===== src/rtl/led_arb_pkg.sv =====
// Shared types and default constants for the LED blink arbiter.
package led_arb_pkg;

  // Arbiter sequence states.
  typedef enum logic [2:0] {
    IDLE = 3'd0,
    ON   = 3'd1,
    OFF  = 3'd2,
    GAP  = 3'd3,
    DONE = 3'd4
  } led_state_e;

  localparam int NUM_REQ_DEF     = 4;
  localparam int CNT_W_DEF       = 4;
  localparam int TICK_CYCLES_DEF = 25_000_000;
  localparam int GAP_TICKS_DEF   = 2;

  // Width of the phase counter; it must reach the longest phase (the gap).
  function automatic int phase_w(input int gap_ticks, input int tick_cycles);
    int w;
    w = $clog2(gap_ticks * tick_cycles);
    return (w < 1) ? 1 : w;
  endfunction

endpackage


===== src/rtl/led_tick_gen.sv =====
// Phase counter for the LED arbiter: counts up or down from a start value
// after a synchronous clear and flags the terminal count combinationally.
// The counter holds at the terminal value until cleared again.
module led_tick_gen #(
  parameter int W        = 4,
  parameter bit COUNT_UP = 1'b1
) (
  input  logic         clk,
  input  logic         rst_n,
  input  logic         clr,
  input  logic [W-1:0] start,
  input  logic [W-1:0] stop,
  output logic         tc
);

  logic [W-1:0] cnt;

  assign tc = (cnt == stop);

  // Phase count: reload on clear, otherwise step toward the stop value.
  always_ff @(posedge clk or negedge rst_n) begin
    if (!rst_n) begin
      cnt <= '0;
    end else if (clr) begin
      cnt <= start;
    end else if (!tc) begin
      cnt <= COUNT_UP ? (cnt + W'(1)) : (cnt - W'(1));
    end
  end

endmodule


===== src/rtl/led_blink_arbiter.sv =====
// Round-robin arbiter sharing one active-low status LED between NUM_REQ
// requesters. The winner's blink code N is played as N ON/OFF pairs
// followed by a dark gap, then a one-cycle done pulse releases the LED.
// Optional build macro LED_ARB_HEARTBEAT_EN: while idle, led_n toggles
// every TICK_CYCLES cycles as a liveness heartbeat; without it the LED
// stays dark whenever no grant is active.
module led_blink_arbiter
  import led_arb_pkg::*;
#(
  parameter int NUM_REQ     = NUM_REQ_DEF,
  parameter int CNT_W       = CNT_W_DEF,
  parameter int TICK_CYCLES = TICK_CYCLES_DEF,
  parameter int GAP_TICKS   = GAP_TICKS_DEF
) (
  input  logic                     clk,
  input  logic                     rst_n,
  input  logic [NUM_REQ-1:0]       req,
  input  logic [NUM_REQ*CNT_W-1:0] code,
  output logic [NUM_REQ-1:0]       grant,
  output logic                     done,
  output logic                     busy,
  output logic                     led_n
);

  localparam int IDX_W = (NUM_REQ > 1) ? $clog2(NUM_REQ) : 1;
  localparam int PH_W  = phase_w(GAP_TICKS, TICK_CYCLES);
  localparam logic [PH_W-1:0] TICK_LIM = PH_W'(TICK_CYCLES - 1);
  localparam logic [PH_W-1:0] GAP_LIM  = PH_W'(GAP_TICKS * TICK_CYCLES - 1);

  // First requester strictly after ptr, wrapping around; returns ptr when
  // nothing is requested (the caller only uses it when some req is set).
  function automatic logic [IDX_W-1:0] rr_pick(input logic [NUM_REQ-1:0] r,
                                               input logic [IDX_W-1:0]   ptr);
    logic [IDX_W-1:0] win;
    logic             found;
    int               idx;
    win   = ptr;
    found = 1'b0;
    for (int k = 1; k <= NUM_REQ; k++) begin
      idx = int'(ptr) + k;
      if (idx >= NUM_REQ) idx = idx - NUM_REQ;
      if (!found && r[IDX_W'(idx)]) begin
        win   = IDX_W'(idx);
        found = 1'b1;
      end
    end
    return win;
  endfunction

  led_state_e         state_q, state_d;
  logic [IDX_W-1:0]   rr_q;
  logic [IDX_W-1:0]   win;
  logic [CNT_W-1:0]   win_code;
  logic [CNT_W-1:0]   remaining_q;
  logic               arb;
  logic [NUM_REQ-1:0] grant_d;
  logic               led_d, done_d, busy_d;
  logic               ph_clr, ph_tc;
  logic [PH_W-1:0]    ph_stop;

  assign win = rr_pick(req, rr_q);
  assign arb = (state_q == IDLE) && (|req);

  // Select the winning requester's code field.
  always_comb begin
    win_code = '0;
    for (int i = 0; i < NUM_REQ; i++) begin
      if (IDX_W'(i) == win) win_code = code[i*CNT_W +: CNT_W];
    end
  end

  // Terminal count of the phase that is currently running.
  always_comb begin
    case (state_q)
      GAP:     ph_stop = GAP_LIM;
      DONE:    ph_stop = '0;
      default: ph_stop = TICK_LIM;
    endcase
  end

  // Every state change restarts the phase so each phase has exact length.
  // In idle the counter either free-runs for the heartbeat or stays parked.
`ifdef LED_ARB_HEARTBEAT_EN
  assign ph_clr = (state_d != state_q) || ((state_q == IDLE) && ph_tc);
`else
  assign ph_clr = (state_d != state_q) || (state_q == IDLE);
`endif

  led_tick_gen #(
    .W        (PH_W),
    .COUNT_UP (1'b1)
  ) u_tick (
    .clk   (clk),
    .rst_n (rst_n),
    .clr   (ph_clr),
    .start ({PH_W{1'b0}}),
    .stop  (ph_stop),
    .tc    (ph_tc)
  );

  // State register.
  always_ff @(posedge clk or negedge rst_n) begin
    if (!rst_n) state_q <= IDLE;
    else        state_q <= state_d;
  end

  // Next-state logic: arbitrate in idle, then walk the blink sequence.
  always_comb begin
    state_d = state_q;
    case (state_q)
      IDLE: if (|req) state_d = (win_code != '0) ? ON : DONE;
      ON:   if (ph_tc) state_d = OFF;
      OFF:  if (ph_tc) state_d = (remaining_q > CNT_W'(1)) ? ON : GAP;
      GAP:  if (ph_tc) state_d = DONE;
      DONE: state_d = IDLE;
      default: state_d = IDLE;
    endcase
  end

  // Output decode from the next state so every output leaves a flop.
  always_comb begin
    grant_d = grant;
    if (state_d == IDLE)  grant_d = '0;
    else if (arb)         grant_d = NUM_REQ'(1) << win;
    done_d  = (state_d == DONE);
    busy_d  = (state_d != IDLE);
    led_d   = 1'b1;
    if (state_d == ON) begin
      led_d = 1'b0;
    end
`ifdef LED_ARB_HEARTBEAT_EN
    else if ((state_d == IDLE) && (state_q == IDLE)) begin
      led_d = ph_tc ? ~led_n : led_n;
    end
`endif
  end

  // Registered outputs and round-robin pointer.
  always_ff @(posedge clk or negedge rst_n) begin
    if (!rst_n) begin
      grant <= '0;
      done  <= 1'b0;
      busy  <= 1'b0;
      led_n <= 1'b1;
      rr_q  <= IDX_W'(NUM_REQ - 1);
    end else begin
      grant <= grant_d;
      done  <= done_d;
      busy  <= busy_d;
      led_n <= led_d;
      if (arb) rr_q <= win;
    end
  end

  // Blink count: latched at grant, decremented at the end of each OFF phase.
  always_ff @(posedge clk) begin
    if (arb)                        remaining_q <= win_code;
    else if ((state_q == OFF) && ph_tc) remaining_q <= remaining_q - CNT_W'(1);
  end

endmodule


===== config.mk =====
export PLATFORM = sky130hd
export DESIGN_NAME = led_blink_arbiter
export DESIGN_NICKNAME = d
export VERILOG_FILES = /design/src/rtl/led_arb_pkg.sv /design/src/rtl/led_tick_gen.sv /design/src/rtl/led_blink_arbiter.sv
export SDC_FILE = /design/constraint.sdc
export NUM_CORES = 1
export LEC_CHECK = 0
export BUFFER_PORTS_ARGS = -buffer_cell sky130_fd_sc_hd__buf_2
export CELL_PAD_IN_SITES_DETAIL_PLACEMENT = 1
export CELL_PAD_IN_SITES_GLOBAL_PLACEMENT = 1
export CORE_MARGIN = 2
export CORE_UTILIZATION = 45
export CTS_CLUSTER_SIZE = 10
export DETAILED_ROUTE_END_ITERATION = 8
export PLACE_DENSITY_LB_ADDON = 0.1
export SETUP_SLACK_MARGIN = 0.4
export SLEW_MARGIN = 20
export SYNTH_ARGS = -nofsm -noshare
export SYNTH_HDL_FRONTEND = slang
export SYNTH_HIERARCHICAL = 1
export SYNTH_SLANG_ARGS = --single-unit

===== constraint.sdc =====
create_clock -name clk -period 4.5 [get_ports clk]
set_input_delay 0.225 -clock clk [delete_from_list [all_inputs] [get_ports clk]]
set_output_delay 0.225 -clock clk [all_outputs]
set_load 0.01 [all_outputs]

Yosys cells after proc, flatten, opt, wreduce, memory -nomap -nowiden
Index checks and enable logic that the tools add are counted.

Add/sub/neg operators: 10. $lt $le $gt $ge: 9. Equality and inequality tests: 12. Shift operators: 1. Mux-type cells: 42. Reductions and logical operators: 17.

Operators with widths (count): 2-to-1 mux 26 bit (2); case mux 26 bit (2 select lines) (1); 2-to-1 mux 4 bit (8); adder 26 x 1 -> 26 bit, second input constant (1); == test 26 bit (1); 2-to-1 mux 2 bit (9); less-than comparator 2 x 4 -> 1 bit, second input constant (4); 2-to-1 mux 3 bit (5); 2-to-1 mux 1 bit (12); case mux 3 bit (4 select lines) (1); >= comparator 3 bit, second input constant (3); binary-select mux 1 bit (select 2 bit) (4); subtractor 2 x 1 -> 2 bit, second input constant (4); adder 2 x 2 -> 3 bit, second input constant (2); == test 3 x 1 -> 1 bit, second input constant (2); == test 3 x 2 -> 1 bit, second input constant (2); == test 3 bit, second input constant (2); zero test 3 bit (2); logical AND 1 bit (5); adder 2 x 3 -> 4 bit, second input constant (1); == test 2 bit, first input constant (2); >= comparator 4 x 3 -> 1 bit, second input constant (1); > comparator 4 x 1 -> 1 bit, second input constant (1); nonzero test 2 bit (2); other kinds (12) (14).

Bits in registers: 42. Input bits: 22. Output and inout bits: 7. Word-level logic and storage cells: 99.

Longest topological paths before layout
Depth after elaboration: 28. Gate-level depth with buffers: 18. Gate-level depth less buffers: 14.

Modules after synthesis
The synthesis kept the hierarchy.

By module, submodules not included: led_tick_gen (times used 1, cells each 211, area an instance 1894.3 um2, sequential area each 650.6 um2); led_blink_arbiter (times used 1, cells each 105, area an instance 1038.5 um2, sequential area each 424.2 um2).

Worst setup path after synthesis
OpenSTA, ideal clock, no wires.

Path kind: flip-flop to flip-flop. From: register state_q[2]. To: register u_tick.cnt[4]. Library setup time: 0.129 ns. Data arrival time: 3.767 ns. Data required time: 4.371 ns. Slack: 0.605 ns. Stages on the path, launching flop included: 19. Clock period less this slack: 3.895 ns. Cells stage by stage: dfrtp_1 -> clkbuf_1 -> and3b_1 -> a21oi_1 -> xor2_1 -> nor4_1 -> nand4_1 -> buf_6 -> nor2_2 -> inv_1 -> a21oi_1 -> nor2_1 -> nand2_1 -> clkbuf_1 -> inv_1 -> dlygate4sd1_1 -> dlygate4sd1_1 -> o211ai_1 -> nand3_1.

Word-level cells in the longest chain between the ends: 8. Elaborated cells between the ends (all ways): 16. Those cells by class: eq/ne (7); mux (7); reduce/logical (2).

Ends and longest elaborated chain: from (decl) (RTL line led_blink_arbiter.sv:50) `led_state_e state_q, state_d;`; from (signal assigned) (RTL line led_blink_arbiter.sv:104) `else state_q <= state_d;`; == test 3 bit or == test 3 x 2 -> 1 bit (tied branches) (RTL line led_blink_arbiter.sv:74) `case (state_q)`; case mux 26 bit (2 select lines) * (RTL line led_blink_arbiter.sv:74); net ph_stop[15] (RTL line led_blink_arbiter.sv:59) `logic [PH_W-1:0] ph_stop;`; == test 26 bit * (RTL line led_tick_gen.sv:18) `assign tc = (cnt == stop);`; net ph_tc (RTL line led_blink_arbiter.sv:58) `logic ph_clr, ph_tc;`; 2-to-1 mux 3 bit (on tied branches) (RTL line led_blink_arbiter.sv:114, led_blink_arbiter.sv:112, led_blink_arbiter.sv:113); case mux 3 bit (4 select lines) * (RTL line led_blink_arbiter.sv:110) `case (state_q)`; != test 3 bit * (RTL line led_blink_arbiter.sv:86) `assign ph_clr = (state_d != state_q) || (state_q == IDLE);`; logical OR 1 bit * (RTL line led_blink_arbiter.sv:86); net ph_clr (RTL line led_blink_arbiter.sv:58); != test 2 bit (no source line) or 2-to-1 mux 26 bit (tied branches); to (signal assigned) (RTL line led_tick_gen.sv:25) `cnt <= start;`; to (signal assigned) (RTL line led_tick_gen.sv:27) `cnt <= COUNT_UP ? (cnt + W'(1)) : (cnt - W'(1));`; to (decl) (RTL line led_tick_gen.sv:16) `logic [W-1:0] cnt;`.

The timed path passes the listed nets; every way through them passes the cells marked *. A chain may end at the register's enable or synchronous reset.

Worst setup path in the final report
From: register state_q[1]. To: register u_tick.cnt[12].

Same word-level chain as after synthesis.

==> impl_metrics.tcl <==
set metrics [dict create \
    ys_ff_latch 42 \
    crit_type "register to register" \
    netlist_area_um2 2930 \
    worstPathMaxFanout 22 \
    fin_nets 391 \
    drt-initial-drc-count 71 \
    core_um2 6310 \
    slew_headroom_pct 35.4 \
    fin_skew_ns 0.0125 \
    finalNonFillerCells 444 \
    wirelength_um 7260 \
    max_freq_ghz 0.269 \
    slew_violations 0 \
    cp_slowest_cell "dfrtp_1" \
    numClockSinks 42 \
    period_share_pct 82.7 \
    cts_tree "yes" \
    die_area_um2 7180 \
    num_rows 29 \
    die_w_um 84.7 \
    post_cts_buffers 0 \
    synth_enable_flop_cells 4 \
    drt-wirelength-per-cell_um 16.4 \
    netlist_instances 316 \
    seqPwrFrac_pct 38.7 \
    rsz0062_at_grt "no" \
    p_int_mw 1.15 \
    hpwl_um 5260 \
    grt.overflow.total 0 \
    finalSetupViolCount 0 \
    critPathArrivalTime_ns 3.91 \
    io_pins 29 \
    ir_worst_vdd_v 0.000302 \
    gp_congestion 0.799 \
    crit_required_ns 4.69 \
    clock_latency_ns 0.30 \
    postSynthAreaPerCell_um2 9.28 \
    critPathMaxStageDelay_ns 0.48 \
    clkPwrFrac_pct 18.0 \
    ys_seq_area_share_pct 36.6 \
    worstPathCellList "nor2_1, nand2_2, xor2_1, nor4_1, nand4_1, buf_4, nor2_2, inv_1, a21oi_1, nor2_1, nand2_1, inv_1, nand2_1, mux2i_1, a211o_1" \
    io_buffers 28 \
    htreeDepth 2 \
    synth_flop_cell "dfrtp_1" \
    timing.rr.start "state_q[1]" \
    r2r_end "u_tick/cnt[12]" \
    layout-drive-gt1-share_pct 17.4 \
    first_global_vias 2633 \
    cts_buffers 5 \
    end_kind "register" \
    clock_path_buffers 2 \
    synth_area_leaders "dfrtp_1, xor2_1, edfxtp_1" \
    place_inst 436 \
    root_buffer "clkbuf_8" \
    grt_max_degree 39 \
    swShare_pct 41.6 \
    worst_pin_slew_ns 0.963 \
    drtAntennaViolNets 0 \
    viasPerCell 5.61 \
    antenna_found_initial 0 \
    synth.distinct_cells 59 \
    die_y_um 84.7 \
    cap_violations 0 \
    p_comb_share_pct 43.2 \
    initial_core_util_pct 46.5 \
    vias 2489 \
    dp_worst_setup_slack_ns 0.668 \
    synth_top_cell_by_area "dfrtp_1" \
    hold_buffers 0 \
    cts.repair.resized 0 \
    synth_top_area_share_pct 29.9 \
    min_path_type "input port to asynchronous set/reset pin" \
    power.density_nw_per_um2 593 \
    period_needed_ns 3.72 \
    layout_common_cells "dfrtp_1, xor2_1, conb_1" \
    yosysWarnings 6 \
    drc 0 \
    run_status "finished, final reports clean" \
    regToRegSetupSlack_ns 0.78 \
    num_antenna_cells 0 \
    area.growth.synth_to_final_pct 13.1 \
    worst-r2r-cell-count 15 \
    final_common_cell "dfrtp_1" \
    hold_viol_final 0 \
    worst_slack_ns 0.779 \
    clk_pin_slew_ns 0.09 \
    switchingPower_mw 0.819 \
    firstDrtPassIters 4 \
    fin_tns_setup_ns 0 \
    async_flop_share_pct 90.5 \
    gr-usage-all-layers_pct 21.6 \
    grt_pass1_wl_um 12600 \
    start_kind "register" \
    leakage_nw 1.39 \
]
## per-stage QoR
step                area, µm²  power, mW  hold WS [ns]  utilization (%)
detailed placement       3180       1.61         0.405             50.4
finish                   3320       1.97        0.0395             52.6
floorplan                3040       1.41       -0.0706                -
global route             3320       2.12         0.109             52.6
global placement         3180       1.59         0.392             50.4
CTS                      3310       1.98        0.0681             52.5
## synth_stat cells (3+ instances only)
master,number
a22oi_2,3
nand3_1,16
dlygate4sd1_1,3
buf_6,6
o21ai_1,3
inv_1,9
edfxtp_1,4
a22o_1,4
o21ai_0,13
ha_1,3
or3_1,6
nor4_1,9
dfstp_2,3
a31oi_1,10
o2111ai_1,3
mux2i_1,8
nand2_1,22
o211ai_1,5
o31ai_1,3
or4_1,8
xnor2_1,6
mux2_2,4
xor2_1,32
a21oi_1,15
and3_1,3
nor2_1,29
dfrtp_1,35
clkbuf_1,8
nand2b_1,5
## kinds of logic after synthesis
logic type | share of synthesized area [%]
and+or+nand+nor | 21.6
xor gates and xnor gates | 11.3
buffers and inverters | 6.06
muxes | 4.27
AOI/OAI and AO/OA | 18.6
other | 0.128
adders and majority gates | 1.28
DFF | 36.6
## power groups by stage
| stage | registers, mW | logic (mW) | clock network, mW |
|---|---|---|---|
| 6_report | 0.762 | 0.851 | 0.355 |
| 5_1_grt | 0.791 | 0.957 | 0.376 |
| 4_1_cts | 0.761 | 0.855 | 0.369 |
| 3_5_place_dp | 0.765 | 0.848 | 0 |
| 3_3_place_gp | 0.766 | 0.819 | 0 |
| 2_1_floorplan | 0.695 | 0.720 | 0 |
## worst max-delay path by stage
stage               startpoint             end  slack [ns]  depth (start not counted)
floorplan           state_q[2]   u_tick/cnt[4]        0.60                         18
global placement    state_q[1]  u_tick/cnt[12]        0.94                         15
detailed placement  state_q[1]  u_tick/cnt[12]        0.67                         15
CTS                 state_q[1]  u_tick/cnt[12]        0.66                         15
global route        state_q[1]  u_tick/cnt[12]        0.47                         15
finish              state_q[1]  u_tick/cnt[12]        0.78                         15
## critical path, delay by kind of cell (launching register included)
family / cells / cell delay (ns)
flops: 1 / 0.48
compound gates: 2 / 0.51
mux: 1 / 0.09
simple gates: 8 / 1.69
buf+inv: 3 / 0.61
xor+xnor: 1 / 0.24
## cell type report
type,count,area (µm²)
sequential,42,1070
tap,77,96.3
inverter,9,33.8
clock buffer,5,68.8
multi-input combinational,274,1800
clock inverter,3,63.8
fill,763,3000
timing repair buffer,34,185
## state kept, by name (all words and copies together), names as in the netlist
signal       flops
state_q          3
grant            4
u_tick/cnt      26
led_n            1
remaining_q      4
rr_q             2
busy             1
done             1
## per-layer routing
layer | global-route usage [%] | vias to the layer above | routed length (µm)
li1 | - | 1214 | -
met1 | 26.6 | 1231 | 3260
met3 | 3.93 | 5 | 252
met2 | 39.4 | 39 | 3690
met4 | 4.62 | 0 | 55
met5 | 0 | - | 0
Note: power is estimated with default switching activity, not from simulation.
